## src/rtl/mux_pipeline_stream.sv

```systemverilog
// rtl/mux_pipeline_stream.sv - registered radix-MUX_SIZE N:1 mux tree, one valid/ready stage per level
// Optional MUX_PIPELINE_STREAM_SEL_OUT_EN adds out_sel/out_sel_err carrying each transaction's full select.
module mux_pipeline_stream #(
  parameter int WIDTH       = 8,
  parameter int INPUT_COUNT = 5,
  parameter int MUX_SIZE    = 2
) (
  input  logic                           clk,
  input  logic                           rst,
  input  logic                           in_valid,
  output logic                           in_ready,
  input  logic [$clog2(INPUT_COUNT)-1:0] sel,
  input  logic [WIDTH*INPUT_COUNT-1:0]   in,
  output logic                           out_valid,
  input  logic                           out_ready,
  output logic [WIDTH-1:0]               out
`ifdef MUX_PIPELINE_STREAM_SEL_OUT_EN
  ,
  output logic [$clog2(INPUT_COUNT)-1:0] out_sel,
  output logic                           out_sel_err
`endif
);

  function automatic int units_at(input int lvl);
    int n;
    n = INPUT_COUNT;
    for (int i = 0; i < lvl; i++) n = (n + MUX_SIZE - 1) / MUX_SIZE;
    return n;
  endfunction

  function automatic int calc_stages(input int count);
    int n;
    int s;
    n = count;
    s = 0;
    for (int i = 0; i < 64; i++) begin
      if (n > 1) begin
        n = (n + MUX_SIZE - 1) / MUX_SIZE;
        s++;
      end
    end
    return s;
  endfunction

  localparam int STAGES = calc_stages(INPUT_COUNT);
  localparam int LOG_M  = $clog2(MUX_SIZE);
  localparam int SEL_W  = $clog2(INPUT_COUNT);
  localparam int SELP   = STAGES * LOG_M;
  // Every level is presented zero-padded to the widest reach of any unit, so
  // missing and out-of-range lanes read as 0 without bounds checks.
  localparam int LANES  = units_at(1) * MUX_SIZE;

  logic [LANES*WIDTH-1:0] lvl     [STAGES];
  logic [SELP-1:0]        sel_lvl [STAGES];
  logic [STAGES-1:0]      valid_q;
  logic [STAGES-1:0]      stage_ready;
  logic                   chain_r;

  if (LANES > INPUT_COUNT) begin : g_pad_in
    assign lvl[0] = {{((LANES - INPUT_COUNT) * WIDTH){1'b0}}, in};
  end else begin : g_nopad_in
    assign lvl[0] = in;
  end
  assign sel_lvl[0] = SELP'(sel);

  // A stage can load when any stage at or after it is empty, or the sink is ready.
  always_comb begin
    chain_r     = out_ready;
    stage_ready = '0;
    for (int s = STAGES - 1; s >= 0; s--) begin
      chain_r        = chain_r | ~valid_q[s];
      stage_ready[s] = chain_r;
    end
  end

  always_ff @(posedge clk or posedge rst) begin
    if (rst) begin
      valid_q <= '0;
    end else begin
      if (stage_ready[0]) valid_q[0] <= in_valid;
      for (int s = 1; s < STAGES; s++) begin
        if (stage_ready[s]) valid_q[s] <= valid_q[s-1];
      end
    end
  end

  for (genvar s = 0; s < STAGES; s++) begin : g_stage
    localparam int UO = units_at(s + 1);

    logic [UO*WIDTH-1:0] data_q;
    logic [UO*WIDTH-1:0] data_d;
    logic [LOG_M-1:0]    sub_sel;

    assign sub_sel = sel_lvl[s][LOG_M-1:0];

    always_comb begin
      data_d = '0;
      for (int j = 0; j < UO; j++) begin
        data_d[j*WIDTH +: WIDTH] = lvl[s][(j * MUX_SIZE + int'(sub_sel)) * WIDTH +: WIDTH];
      end
    end

    always_ff @(posedge clk or posedge rst) begin
      if (rst) begin
        data_q <= '0;
      end else if (stage_ready[s]) begin
        data_q <= data_d;
      end
    end

    if (s < STAGES - 1) begin : g_fwd
      localparam int RW = SELP - (s + 1) * LOG_M;

      logic [RW-1:0] rsel_q;

      always_ff @(posedge clk or posedge rst) begin
        if (rst) begin
          rsel_q <= '0;
        end else if (stage_ready[s]) begin
          rsel_q <= sel_lvl[s][LOG_M +: RW];
        end
      end

      assign lvl[s+1]     = {{((LANES - UO) * WIDTH){1'b0}}, data_q};
      assign sel_lvl[s+1] = {{((s + 1) * LOG_M){1'b0}}, rsel_q};
    end else begin : g_last
      assign out = data_q;
    end
  end

  assign in_ready  = stage_ready[0];
  assign out_valid = valid_q[STAGES-1];

`ifdef MUX_PIPELINE_STREAM_SEL_OUT_EN
  logic [SEL_W-1:0]  fsel_q [STAGES];
  logic [STAGES-1:0] ferr_q;

  always_ff @(posedge clk or posedge rst) begin
    if (rst) begin
      for (int s = 0; s < STAGES; s++) fsel_q[s] <= '0;
      ferr_q <= '0;
    end else begin
      if (stage_ready[0]) begin
        fsel_q[0] <= sel;
        ferr_q[0] <= (32'(sel) >= INPUT_COUNT);
      end
      for (int s = 1; s < STAGES; s++) begin
        if (stage_ready[s]) begin
          fsel_q[s] <= fsel_q[s-1];
          ferr_q[s] <= ferr_q[s-1];
        end
      end
    end
  end

  assign out_sel     = fsel_q[STAGES-1];
  assign out_sel_err = ferr_q[STAGES-1];
`endif

endmodule

```

## config.mk

```make
export PLATFORM = sky130hd
export DESIGN_NAME = mux_pipeline_stream
export DESIGN_NICKNAME = d
export VERILOG_FILES = /design/src/rtl/mux_pipeline_stream.sv
export SDC_FILE = /design/constraint.sdc
export NUM_CORES = 1
export LEC_CHECK = 0
export ABC_CLOCK_PERIOD_IN_PS = 2200
export CORE_MARGIN = 1
export CORE_UTILIZATION = 46
export DETAILED_ROUTE_END_ITERATION = 8
export PLACE_DENSITY = 0.77
export SKIP_CTS_REPAIR_TIMING = 1
export SYNTH_ARGS = -nofsm -noshare
export SYNTH_HDL_FRONTEND = slang
export SYNTH_SLANG_ARGS = --single-unit
```

## constraint.sdc

```tcl
create_clock -name clk -period 2.2 [get_ports clk]
set_clock_uncertainty 0.15 [all_clocks]
set_input_delay 0.66 -clock clk [delete_from_list [all_inputs] [get_ports clk]]
set_output_delay 0.66 -clock clk [all_outputs]
set_load 0.01 [all_outputs]
```

# Word-level counts from Yosys, hierarchy flattened
# Cells that the tools add are included.
# op_classes
add_sub_neg	3
n_shift	6
bitwise_logic	6
# op_table
cell	count
$shiftx A48 B5 Y8	3
$shiftx A48 B7 Y8	2
$shiftx A48 B8 Y8	1
$add A2 B1 Y3 const A	2
$add A3 B1 Y4 const A	1
$not A1 Y1	3
$or A1 B1 Y1	3
# totals
reg_bits	54
in_bits	47
output_inout_bits	10
word_cells	23

# Longest topological paths before layout
# Gate-level depths: netlist of run 1.
# logic_depth
word_depth	4
mapped_depth	4
depth_no_buf	2

# Worst setup path after synthesis of run 1
# Ideal clock, no wire load.
# synth_path
path_type	input -> output
startpoint	in out_ready
endpoint	out in_ready
arrival_ns	1.133
required_time_ns	1.390
path_slack_ns	0.257
path_stages	3
n_path_buf	2
path_cell_list	nand4b_1 -> buf_6 -> buf_12
# synth_between
elab_chain_cells	3
# synth_lines
item	line	source
start, declared	15	input logic out_ready,
$or A1 B1 Y1 (3 in a row)	71	chain_r = chain_r | ~valid_q[s];
end, declared	11	output logic in_ready,
# Every way passes these cells.

# Final worst setup path of run 1
# layout_path
startpoint	reg valid_q[2]
endpoint	out out_valid
# layout_rtl
item	line	source
start, declared	55	logic [STAGES-1:0] valid_q;
start signal, assigned by index	82	if (stage_ready[s]) valid_q[s] <= valid_q[s-1];
end, declared	14	output logic out_valid,
# No word-level cell between the ends.

==> results of run 1 <==
==> cell usage in the layout, fill, tap and decap left out <==
cell type and n:
sky130_fd_sc_hd__mux2_2 60, sky130_fd_sc_hd__dfrtp_1 54, sky130_fd_sc_hd__clkdlybuf4s50_1 54, sky130_fd_sc_hd__mux2_4 19
sky130_fd_sc_hd__nor2b_1 16, sky130_fd_sc_hd__clkbuf_8 6, sky130_fd_sc_hd__buf_4 6, sky130_fd_sc_hd__mux2_1 4
sky130_fd_sc_hd__nand2b_1 4, sky130_fd_sc_hd__bufinv_16 2, sky130_fd_sc_hd__buf_12 2, sky130_fd_sc_hd__nand3b_4 1
sky130_fd_sc_hd__nand4b_1 1, sky130_fd_sc_hd__inv_2 1, sky130_fd_sc_hd__dlymetal6s2s_1 1, sky130_fd_sc_hd__buf_2 1
==> cells in the mapped netlist <==
cell	count
sky130_fd_sc_hd__mux2_2	60
sky130_fd_sc_hd__dfrtp_1	54
sky130_fd_sc_hd__mux2_4	19
sky130_fd_sc_hd__nor2b_1	16
sky130_fd_sc_hd__buf_6	5
sky130_fd_sc_hd__mux2_1	4
sky130_fd_sc_hd__nand2b_1	4
sky130_fd_sc_hd__buf_2	3
sky130_fd_sc_hd__buf_12	2
sky130_fd_sc_hd__buf_8	1
sky130_fd_sc_hd__inv_1	1
sky130_fd_sc_hd__nand3b_4	1
sky130_fd_sc_hd__nand4b_1	1
==> power by group <==
part	internal (mW)	leakage [nW]	switching, mW
logic	0.413	0.794	0.188
registers	1.15	0.658	0.0987
clock network	0.485	0.0714	0.312
total	2.04	1.52	0.598
==> final timing paths <==
check | slack (ns) | cells after the start | startpoint | end
hold / removal | 0.34 | 1 | valid_q[0]$_DFFE_PP0P_ | valid_q[1]$_DFFE_PP0P_
min in group asynchronous | 0.43 | 2 | rst | g_stage[1].g_fwd.rsel_q$_DFFE_PP0P_
max in group asynchronous | 0.97 | 3 | rst | g_stage[0].data_q[0]$_DFFE_PP0P_
hold reg to reg | 0.34 | 1 | valid_q[0]$_DFFE_PP0P_ | valid_q[1]$_DFFE_PP0P_
setup reg to reg | 0.39 | 4 | valid_q[2]$_DFFE_PP0P_ | g_stage[0].data_q[21]$_DFFE_PP0P_
setup / recovery | 0.02 | 2 | valid_q[2]$_DFFE_PP0P_ | out_valid
==> routing by layer <==
| layer | up-vias | GRT usage |
|---|---|---|
| li1 | 717 | - |
| met1 | 764 | 0.206 |
| met2 | 33 | 0.303 |
| met3 | 11 | 0.0365 |
| met4 | 0 | 0.0698 |
| met5 | - | 0 |
==> worst max-delay path, cell delays in order, from the launching register on <==
cell and delay (ns):
sky130_fd_sc_hd__dfrtp_1 0.38, sky130_fd_sc_hd__buf_4 0.15, sky130_fd_sc_hd__clkdlybuf4s50_1 0.53
==> metrics by stage <==
stage | power [mW] | util | TNS, ns
4_1_cts | 2.68 | 0.615 | -0.542
5_1_grt | 2.76 | 0.616 | -0.0154
6_report | 2.64 | 0.616 | 0
3_5_place_dp | 1.87 | 0.589 | -6.93
2_1_floorplan | 1.63 | - | 0
3_3_place_gp | 1.86 | 0.589 | -6.48
==> final cells by class <==
class | instances | area, um2
clock inverters | 2 | 60.1
inverters | 1 | 3.75
clock buffers | 6 | 82.6
multi-input cells | 105 | 1160
repair buffers | 64 | 643
fillers | 456 | 2120
well taps | 72 | 90.1
flip-flops and latches | 54 | 1350
==> cell families (layout without fill, tap and decap cells) <==
| kind of cell | after synthesis | after routing | synth area share |
|---|---|---|---|
| muxes | 83 | 83 | 0.381 |
| buffers and inverters | 12 | 73 | 0.0493 |
| DFF | 54 | 54 | 0.512 |
| and+or+nand+nor | 22 | 22 | 0.0583 |
==> state kept, by name (all words and copies together) (netlist names) <==
register              flops
g_stage.data_q           40
g_stage.g_fwd.rsel_q      3
out                       8
valid_q                   3
==> flow_summary_export.csv, run 1 <==
group,metric,value,unit
status,run_status,"finished, final reports clean",
place,dp.cells,295,
clock_tree,cts.htree.levels,2,
place,place_hpwl,3.30,mm
timing,final.hold.worst_slack,0.339,ns
place,global_placement_routability_congestion,0.704,
clock_tree,clk_latency,0.31,ns
clock_tree,clock_sinks,54,
place,port_buffers,56,
synth,synth.avg_cell_area,15.4,um2
global_routing,global_route_wire_length_before_repair,7.90,mm
cells_and_area,antennaDiodeCount,0,
die,start_util,0.480,
min_path,min_path_type,"reg2reg",
clock_tree,cts.clk_slew.worst_paths,0.09,ns
die,io_pins,57,
synth,mapped_area,0.00264,mm2
detailed_routing,met2WireLength,2.42,mm
setup_path,end_kind,"primary output",
cells_and_area,fin_cells,304,
detailed_routing,topRoutingLayerUsed,"met4",
setup_path,path_class,"reg2out",
die,die_area,0.00605,mm2
timing,maxSlewViolCount,0,
power_and_ir_drop,power_per_cell_area,779,mW/mm2
detailed_routing,dr.pass1.iters,2,
power_and_ir_drop,p_leak,1.52,nW
cells_and_area,area_growth,28.4,%
synth,netlist.top_cell.by_area,"sky130_fd_sc_hd__dfrtp_1",
power_and_ir_drop,vdd_ir_drop_max,0.474,mV
global_routing,grtUsageTotal,0.173,
synth,postSynthRegisterBits,54,
timing,max_freq,460,MHz
synth,synth.net_count,218,
cells_and_area,fin_nets,278,
clock_tree,cts.path.max_buffers,2,
clock_tree,tritoncts,"yes",
synth,netlist.area_leader.share,0.512,
clock_tree,ctsRootBufferMaster,"sky130_fd_sc_hd__clkbuf_8",
die,floorplan.die.height,77.8,um
synth,ys_seq_area_frac,0.512,
synth,netlist_top_cells_area,"sky130_fd_sc_hd__dfrtp_1 (51%), sky130_fd_sc_hd__mux2_2 (26%), sky130_fd_sc_hd__mux2_4 (11%)",
detailed_routing,drt-initial-drc-count,78,
setup_path,start_kind,"register",
setup_path,crit_arrival,1.37,ns
cells_and_area,final_layout_size_suffix_gt1_frac,0.422,
place,place_ws,-0.542,ns
detailed_routing,vias,1525,
timing,worstMarginPinSlew,0.693,ns
place,placed_cell_area,0.00324,mm2
timing,finalWorstPathRequiredPeriod,2.18,ns
timing,final.period_utilization,0.989,
synth,yosys_warnings,0,
timing,report.final.setup_viol,0,
global_routing,gr-total-overflow,0,
cells_and_area,design_area,0.00339,mm2
detailed_routing,via_per_inst,5.02,
detailed_routing,met3_wirelength,185,um
die,die-width,77.8,um
global_routing,number_of_antenna_violations_at_the_first_check_in_global_routing,0,
synth,synthesis.instances,171,
detailed_routing,routed_wire_length_per_instance,15.5,um
detailed_routing,detail_route.drc_violations,0,
timing,timing.final.ws_setup,0.0238,ns
setup_path,timing.critical_path.required,1.39,ns
run,timing.max_cap.violations,0,
detailed_routing,finalWirelength,4.72,mm
global_routing,number_of_global_route_vias_before_repair,1690,
timing,worst_slew_margin_rel,0.538,
detailed_routing,postRouteAntennaNets,0,
setup_path,critical_path.max_fanout,3,
clock_tree,cts_buffers,5,
timing,finalHoldViolations,0,
die,design.core.area,0.00551,mm2
detailed_routing,m1WireLength,2.03,mm
global_routing,pin_count_of_the_biggest_net_entering_global_routing,46,
die,std_cell_rows,27,
synth,post_synth_num_cell_types,13,
Note: power is estimated with default switching activity, not from simulation.
==> run 2, diff against run 1 <==
- CORE_UTILIZATION: 46 -> 40
- PLACE_DENSITY: 0.77 -> 0.69
- TNS_END_PERCENT: not set -> 20
==> run 2 against run 1 <==
Compared with the run above:
- cell count grew 1.6%
- sequential power is essentially flat
- worst hold slack lost 0.0071 ns
- die area grew 15%
- sequential cell count is the same
- utilization shrank 8.4 points
- critical path depth shrank 1
- non-clock buffer count is the same
- combinational power is essentially flat
- largest cell class unchanged
==> flow_summary_export.csv, run 2 (synthesized netlist as in run 1, its figures left out) <==
group,metric,value,unit
cells_and_area,layout_common_cells,"sky130_fd_sc_hd__mux2_2 (60), sky130_fd_sc_hd__dfrtp_1 (54), sky130_fd_sc_hd__clkdlybuf4s50_1 (54)",
status,run_status,"finished, final reports clean",
cells_and_area,area_growth,27.9,%
detailed_routing,via_per_inst,4.87,
cells_and_area,design_area,0.00338,mm2
power_and_ir_drop,p_leak,1.52,nW
setup_path,path_buf_inv,1,
power_and_ir_drop,combPwrFrac,0.244,
cells_and_area,fin_nets,278,
place,place_hpwl,3.24,mm
clock_tree,cts.htree.levels,2,
clock_tree,cts.path.max_buffers,2,
power_and_ir_drop,switching_power,0.599,mW
die,std_cell_rows,29,
clock_tree,cts_buffers,5,
timing,worst_slew_margin_rel,0.608,
detailed_routing,detail_route.drc_violations,0,
cells_and_area,final_layout_size_suffix_gt1_frac,0.422,
cells_and_area,largest_register_ff_count,40,
clock_tree,clock_sinks,54,
place,dp.cells,301,
power_and_ir_drop,switching_share,0.242,
timing,worstMarginPinSlew,0.588,ns
power_and_ir_drop,cellInternalPower,1.88,mW
timing,fin_tns_setup,0,ns
timing,report.final.setup_viol,0,
place,port_buffers,56,
cells_and_area,antennaDiodeCount,0,
timing,final.period_utilization,0.953,
die,design.core.area,0.00635,mm2
setup_path,path_class,"reg2out",
timing,finalWorstPathRequiredPeriod,2.10,ns
place,global_placement_routability_congestion,0.672,
detailed_routing,postRouteAntennaNets,0,
timing,finalHoldViolations,0,
detailed_routing,drt-initial-drc-count,15,
power_and_ir_drop,final_total_power,2.48,mW
die,io_pins,57,
detailed_routing,vias,1505,
power_and_ir_drop,vdd_ir_drop_max,0.491,mV
detailed_routing,finalWirelength,4.71,mm
setup_path,timing.critical_path.required,1.39,ns
setup_path,critPathMaxStageDelay,0.56,ns
die,floorplan.die.height,83.3,um
setup_path,start_kind,"register",
cells_and_area,registers.top_by_ff_count,"g_stage.data_q",
die,die_area,0.00693,mm2
power_and_ir_drop,power_per_cell_area,734,mW/mm2
place,placed_cell_area,0.00327,mm2
power_and_ir_drop,power_frac_seq,0.503,
setup_path,critical_path.max_fanout,4,
timing,maxSlewViolCount,0,
clock_tree,tritoncts,"yes",
timing,rsz0062_at_grt,"no",
cells_and_area,fillerInstances,541,
setup_path,critPathSlowestCell,"sky130_fd_sc_hd__clkdlybuf4s50_1",
clock_tree,clk_latency,0.30,ns
cells_and_area,fin_cells,309,
global_routing,number_of_global_route_vias_before_repair,1609,
global_routing,gr-total-overflow,0,
global_routing,pin_count_of_the_biggest_net_entering_global_routing,32,
global_routing,grtUsageTotal,0.148,
detailed_routing,dr.pass1.iters,4,
run,timing.max_cap.violations,0,
cells_and_area,finish.utilization,0.532,
setup_path,end_kind,"primary output",
die,die-width,83.3,um
min_path,min_path_type,"reg2reg",
global_routing,global_route_wire_length_before_repair,7.96,mm
setup_path,crit_arrival,1.29,ns
setup_path,crit_path_cell_trace,"clkdlybuf4s50_1",
global_routing,number_of_antenna_violations_at_the_first_check_in_global_routing,0,
die,start_util,0.416,
power_and_ir_drop,clock_power_share,0.254,
clock_tree,ctsRootBufferMaster,"sky130_fd_sc_hd__clkbuf_8",
clock_tree,cts.clk_slew.worst_paths,0.09,ns
timing,max_freq,477,MHz
setup_path,critPathTopFamily,"buffers and inverters",
cells_and_area,layout.cells.most_common,"sky130_fd_sc_hd__mux2_2",
detailed_routing,routed_wire_length_per_instance,15.2,um
[run 2: final timing paths]
kind	to	cells past startpoint	from	slack, ns
worst max-delay path	out_valid	1	valid_q[2]$_DFFE_PP0P_	0.10
worst max register to register	g_stage[0].data_q[22]$_DFFE_PP0P_	3	valid_q[2]$_DFFE_PP0P_	0.47
worst min-delay path	valid_q[1]$_DFFE_PP0P_	1	valid_q[0]$_DFFE_PP0P_	0.33
worst min register to register	valid_q[1]$_DFFE_PP0P_	1	valid_q[0]$_DFFE_PP0P_	0.33
max in group asynchronous	g_stage[1].data_q[6]$_DFFE_PP0P_	3	rst	0.90
min in group asynchronous	g_stage[0].data_q[8]$_DFFE_PP0P_	2	rst	0.51
[run 2: power groups by stage]
stage / Sequential, mW / Clock (mW) / Combinational [mW]
after floorplan: 1.25 / 0 / 0.384
after global placement: 1.26 / 0 / 0.601
after detailed placement: 1.27 / 0 / 0.611
after CTS: 1.25 / 0.643 / 0.616
after global routing: 1.27 / 0.684 / 0.651
final: 1.25 / 0.629 / 0.604
[run 2: area by class of cell]
type                       instances  area (um2)  area share
clock buffer                       8         110      0.0326
sequential                        54        1350       0.400
timing repair buffer              64         656       0.194
inverter                           1        3.75     0.00111
multi-input combinational        105        1160       0.343
tap                               77        96.3      0.0285
[run 2: through the flow]
step	hold slack (ns)	worst slack [ns]
final	0.332	0.104
after global routing	0.372	0.0560
after CTS	0.331	-0.544
after detailed placement	0.309	-0.554
after global placement	0.313	-0.546
after floorplan	0.285	0.0754
[run 2: worst reg2reg max path: cells and delay by family, from the launching register on]
family,cells,cell delay [ns]
buffers and inverters,1,0.44
flip-flops,1,0.43
multiplexers,1,0.42
AND/OR/NAND/NOR,1,0.19
[run 2: per-layer routing]
layer  share of wire  track usage  wire length [um]  vias up
met1            0.47        0.201              2210      744
met3           0.046       0.0348               217        5
li1                -            -                 -      717
met5               0            0                 0        -
met4           0.012       0.0470                55        0
met2            0.47        0.234              2220       39
==> run 3, diff against run 2 <==
- PLACE_DENSITY: 0.69 -> 0.68
- SKIP_CTS_REPAIR_TIMING: 1 -> not set
==> run 3 against run 2 <==
Compared with the run above:
- clock-buffer cell count decreased by 1
- setup slack got worse by 0.028 ns
- highest routed layer unchanged
- combinational power decreased by 2%
- fmax decreased by 1.3%
- sequential cell count unchanged
- die area unchanged
- register-to-register slack got worse by 0.02 ns
- global-route usage decreased by 0.63 points
- critical path depth increased by 2
- clock power decreased by 19%
==> flow_summary_export.csv, run 3 (synthesized netlist as in run 1, its figures left out) <==
group,metric,value,unit
status,run_status,"finished, final reports clean",
timing,finalHoldViolations,0,
clock_tree,cts.htree.levels,2,
setup_path,path_class,"in2out",
cells_and_area,finish.utilization,0.523,
cells_and_area,design_area,0.00332,mm2
detailed_routing,detail_route.drc_violations,0,
clock_tree,ctsRootBufferMaster,"sky130_fd_sc_hd__clkbuf_8",
place,port_buffers,56,
place,place_hpwl,3.12,mm
run,timing.max_cap.violations,0,
setup_path,critPathSlowestCell,"sky130_fd_sc_hd__nand4b_1",
timing,final.period_utilization,0.966,
cells_and_area,largest_register_ff_count,40,
clock_tree,holdBufCountCts,0,
global_routing,global_route_wire_length_before_repair,7.77,mm
setup_path,timing.critical_path.required,1.39,ns
cells_and_area,fillerInstances,541,
global_routing,number_of_global_route_vias_before_repair,1545,
global_routing,pin_count_of_the_biggest_net_entering_global_routing,55,
setup_path,critical_path.max_fanout,3,
timing,rsz0062_at_grt,"no",
detailed_routing,vias,1471,
setup_path,crit_arrival,1.31,ns
power_and_ir_drop,final_total_power,2.35,mW
clock_tree,clock_sinks,54,
detailed_routing,finalWirelength,4.50,mm
timing,worstMarginPinSlew,0.666,ns
detailed_routing,routed_wire_length_per_instance,14.8,um
timing,finalWorstPathRequiredPeriod,2.12,ns
power_and_ir_drop,power_per_cell_area,708,mW/mm2
place,placed_cell_area,0.00325,mm2
setup_path,crit_path_cell_trace,"clkdlybuf4s15_1 -> nand4b_1 -> buf_2",
timing,max_freq,471,MHz
setup_path,timing.reg2reg.worst_path_depth,2,
min_path,worst_hold_startpoint,"valid_q[0]$_DFFE_PP0P_",
clock_tree,cts.clk_slew.worst_paths,0.08,ns
cells_and_area,layout_common_cells,"sky130_fd_sc_hd__mux2_2 (60), sky130_fd_sc_hd__dfrtp_1 (54), sky130_fd_sc_hd__clkdlybuf4s50_1 (54)",
timing,final.hold.worst_slack,0.319,ns
setup_path,minimum_setup_slack_among_reg_to_reg_paths,0.45,ns
cells_and_area,antennaDiodeCount,0,
power_and_ir_drop,vdd_ir_drop_max,0.315,mV
setup_path,rr_startpoint,"g_stage[0].g_fwd.rsel_q[0]$_DFFE_PP0P_",
cells_and_area,layout.cells.most_common,"sky130_fd_sc_hd__mux2_2",
cells_and_area,final_layout_size_suffix_gt1_frac,0.404,
die,io_pins,57,
detailed_routing,dr.pass1.iters,3,
setup_path,end_kind,"primary output",
setup_path,r2r_end,"g_stage[1].data_q[7]$_DFFE_PP0P_",
setup_path,critPathMaxStageDelay,0.26,ns
setup_path,start_kind,"input pin",
cells_and_area,area_growth,25.6,%
die,die-width,83.3,um
clock_tree,clk_latency,0.30,ns
die,std_cell_rows,29,
die,design.core.area,0.00635,mm2
detailed_routing,via_per_inst,4.82,
die,start_util,0.416,
setup_path,cp-endpoint,"in_ready",
place,global_placement_routability_congestion,0.691,
die,die_area,0.00693,mm2
global_routing,number_of_antenna_violations_at_the_first_check_in_global_routing,0,
min_path,min_path_type,"reg2reg",
die,floorplan.die.height,83.3,um
detailed_routing,drt-initial-drc-count,55,
global_routing,gr-total-overflow,0,
clock_tree,tritoncts,"yes",
clock_tree,cts.path.max_buffers,2,
timing,report.final.setup_viol,0,
cells_and_area,registers.top_by_ff_count,"g_stage.data_q",
global_routing,grtUsageTotal,0.141,
cells_and_area,fin_nets,275,
timing,maxSlewViolCount,0,
power_and_ir_drop,p_leak,1.47,nW
detailed_routing,postRouteAntennaNets,0,
setup_path,startpoint,"out_ready",
timing,worst_slew_margin_rel,0.556,
clock_tree,cts_buffers,5,
-- run 3: cell types whose count changed in the layout (fill, tap and decap cells not counted), sizes merged --
cell,delta
dlymetal6s2s,-1
clkbuf,-1
clkdlybuf4s15,+1
buf,-3
-- run 3: layout make-up --
class,instances,area (um2),area share
multi-input cells,105,1160,0.350
clock buffers,7,76.3,0.0230
flip-flops and latches,54,1350,0.407
repair buffers,61,631,0.190
well taps,77,96.3,0.0290
inverters,1,3.75,0.00113
-- run 3: stage by stage --
step | setup TNS (ns) | std cells | setup WS (ns)
6_report | 0 | 305 | 0.0757
5_1_grt | 0 | 305 | 0.0100
4_1_cts | 0 | 305 | 0.0146
3_5_place_dp | -7.49 | 298 | -0.576
3_3_place_gp | -7.02 | 298 | -0.557
2_1_floorplan | 0 | 171 | 0.0754
-- run 3: repair_timing --
item | 4_1_cts | 5_1_grt
gates resized for setup | 6 | 0
setup endpoints to repair | 1 | 0
buffers inserted | 0 | 0
-- run 3: layer usage --
| layer | global-route usage | up-vias | wire [um] |
|---|---|---|---|
| li1 | - | 705 | - |
| met1 | 0.193 | 719 | 2140 |
| met2 | 0.222 | 41 | 2060 |
| met3 | 0.0388 | 6 | 255 |
| met4 | 0.0376 | 0 | 46 |
| met5 | 0 | - | 0 |
-- run 3: where the power goes --
group | total [mW] | leakage, nW | switching [mW] | internal (mW)
clock | 0.507 | 0.0383 | 0.288 | 0.220
combinational | 0.592 | 0.777 | 0.181 | 0.411
sequential | 1.25 | 0.658 | 0.106 | 1.15
total | 2.35 | 1.47 | 0.574 | 1.78
-- run 3: worst min-delay path by stage --
| stage | to | slack [ns] | cells past startpoint |
|---|---|---|---|
| 2_1_floorplan | valid_q[1]$_DFFE_PP0P_ | 0.29 | 1 |
| 3_3_place_gp | valid_q[1]$_DFFE_PP0P_ | 0.30 | 1 |
| 3_5_place_dp | valid_q[1]$_DFFE_PP0P_ | 0.30 | 1 |
| 4_1_cts | valid_q[1]$_DFFE_PP0P_ | 0.32 | 1 |
| 5_1_grt | valid_q[1]$_DFFE_PP0P_ | 0.37 | 1 |
| 6_report | valid_q[1]$_DFFE_PP0P_ | 0.32 | 1 |
-- run 3: critical path, delay by kind of cell --
kind / cells / cell delay, ns
buffers and inverters: 2 / 0.39
AND/OR/NAND/NOR: 1 / 0.26
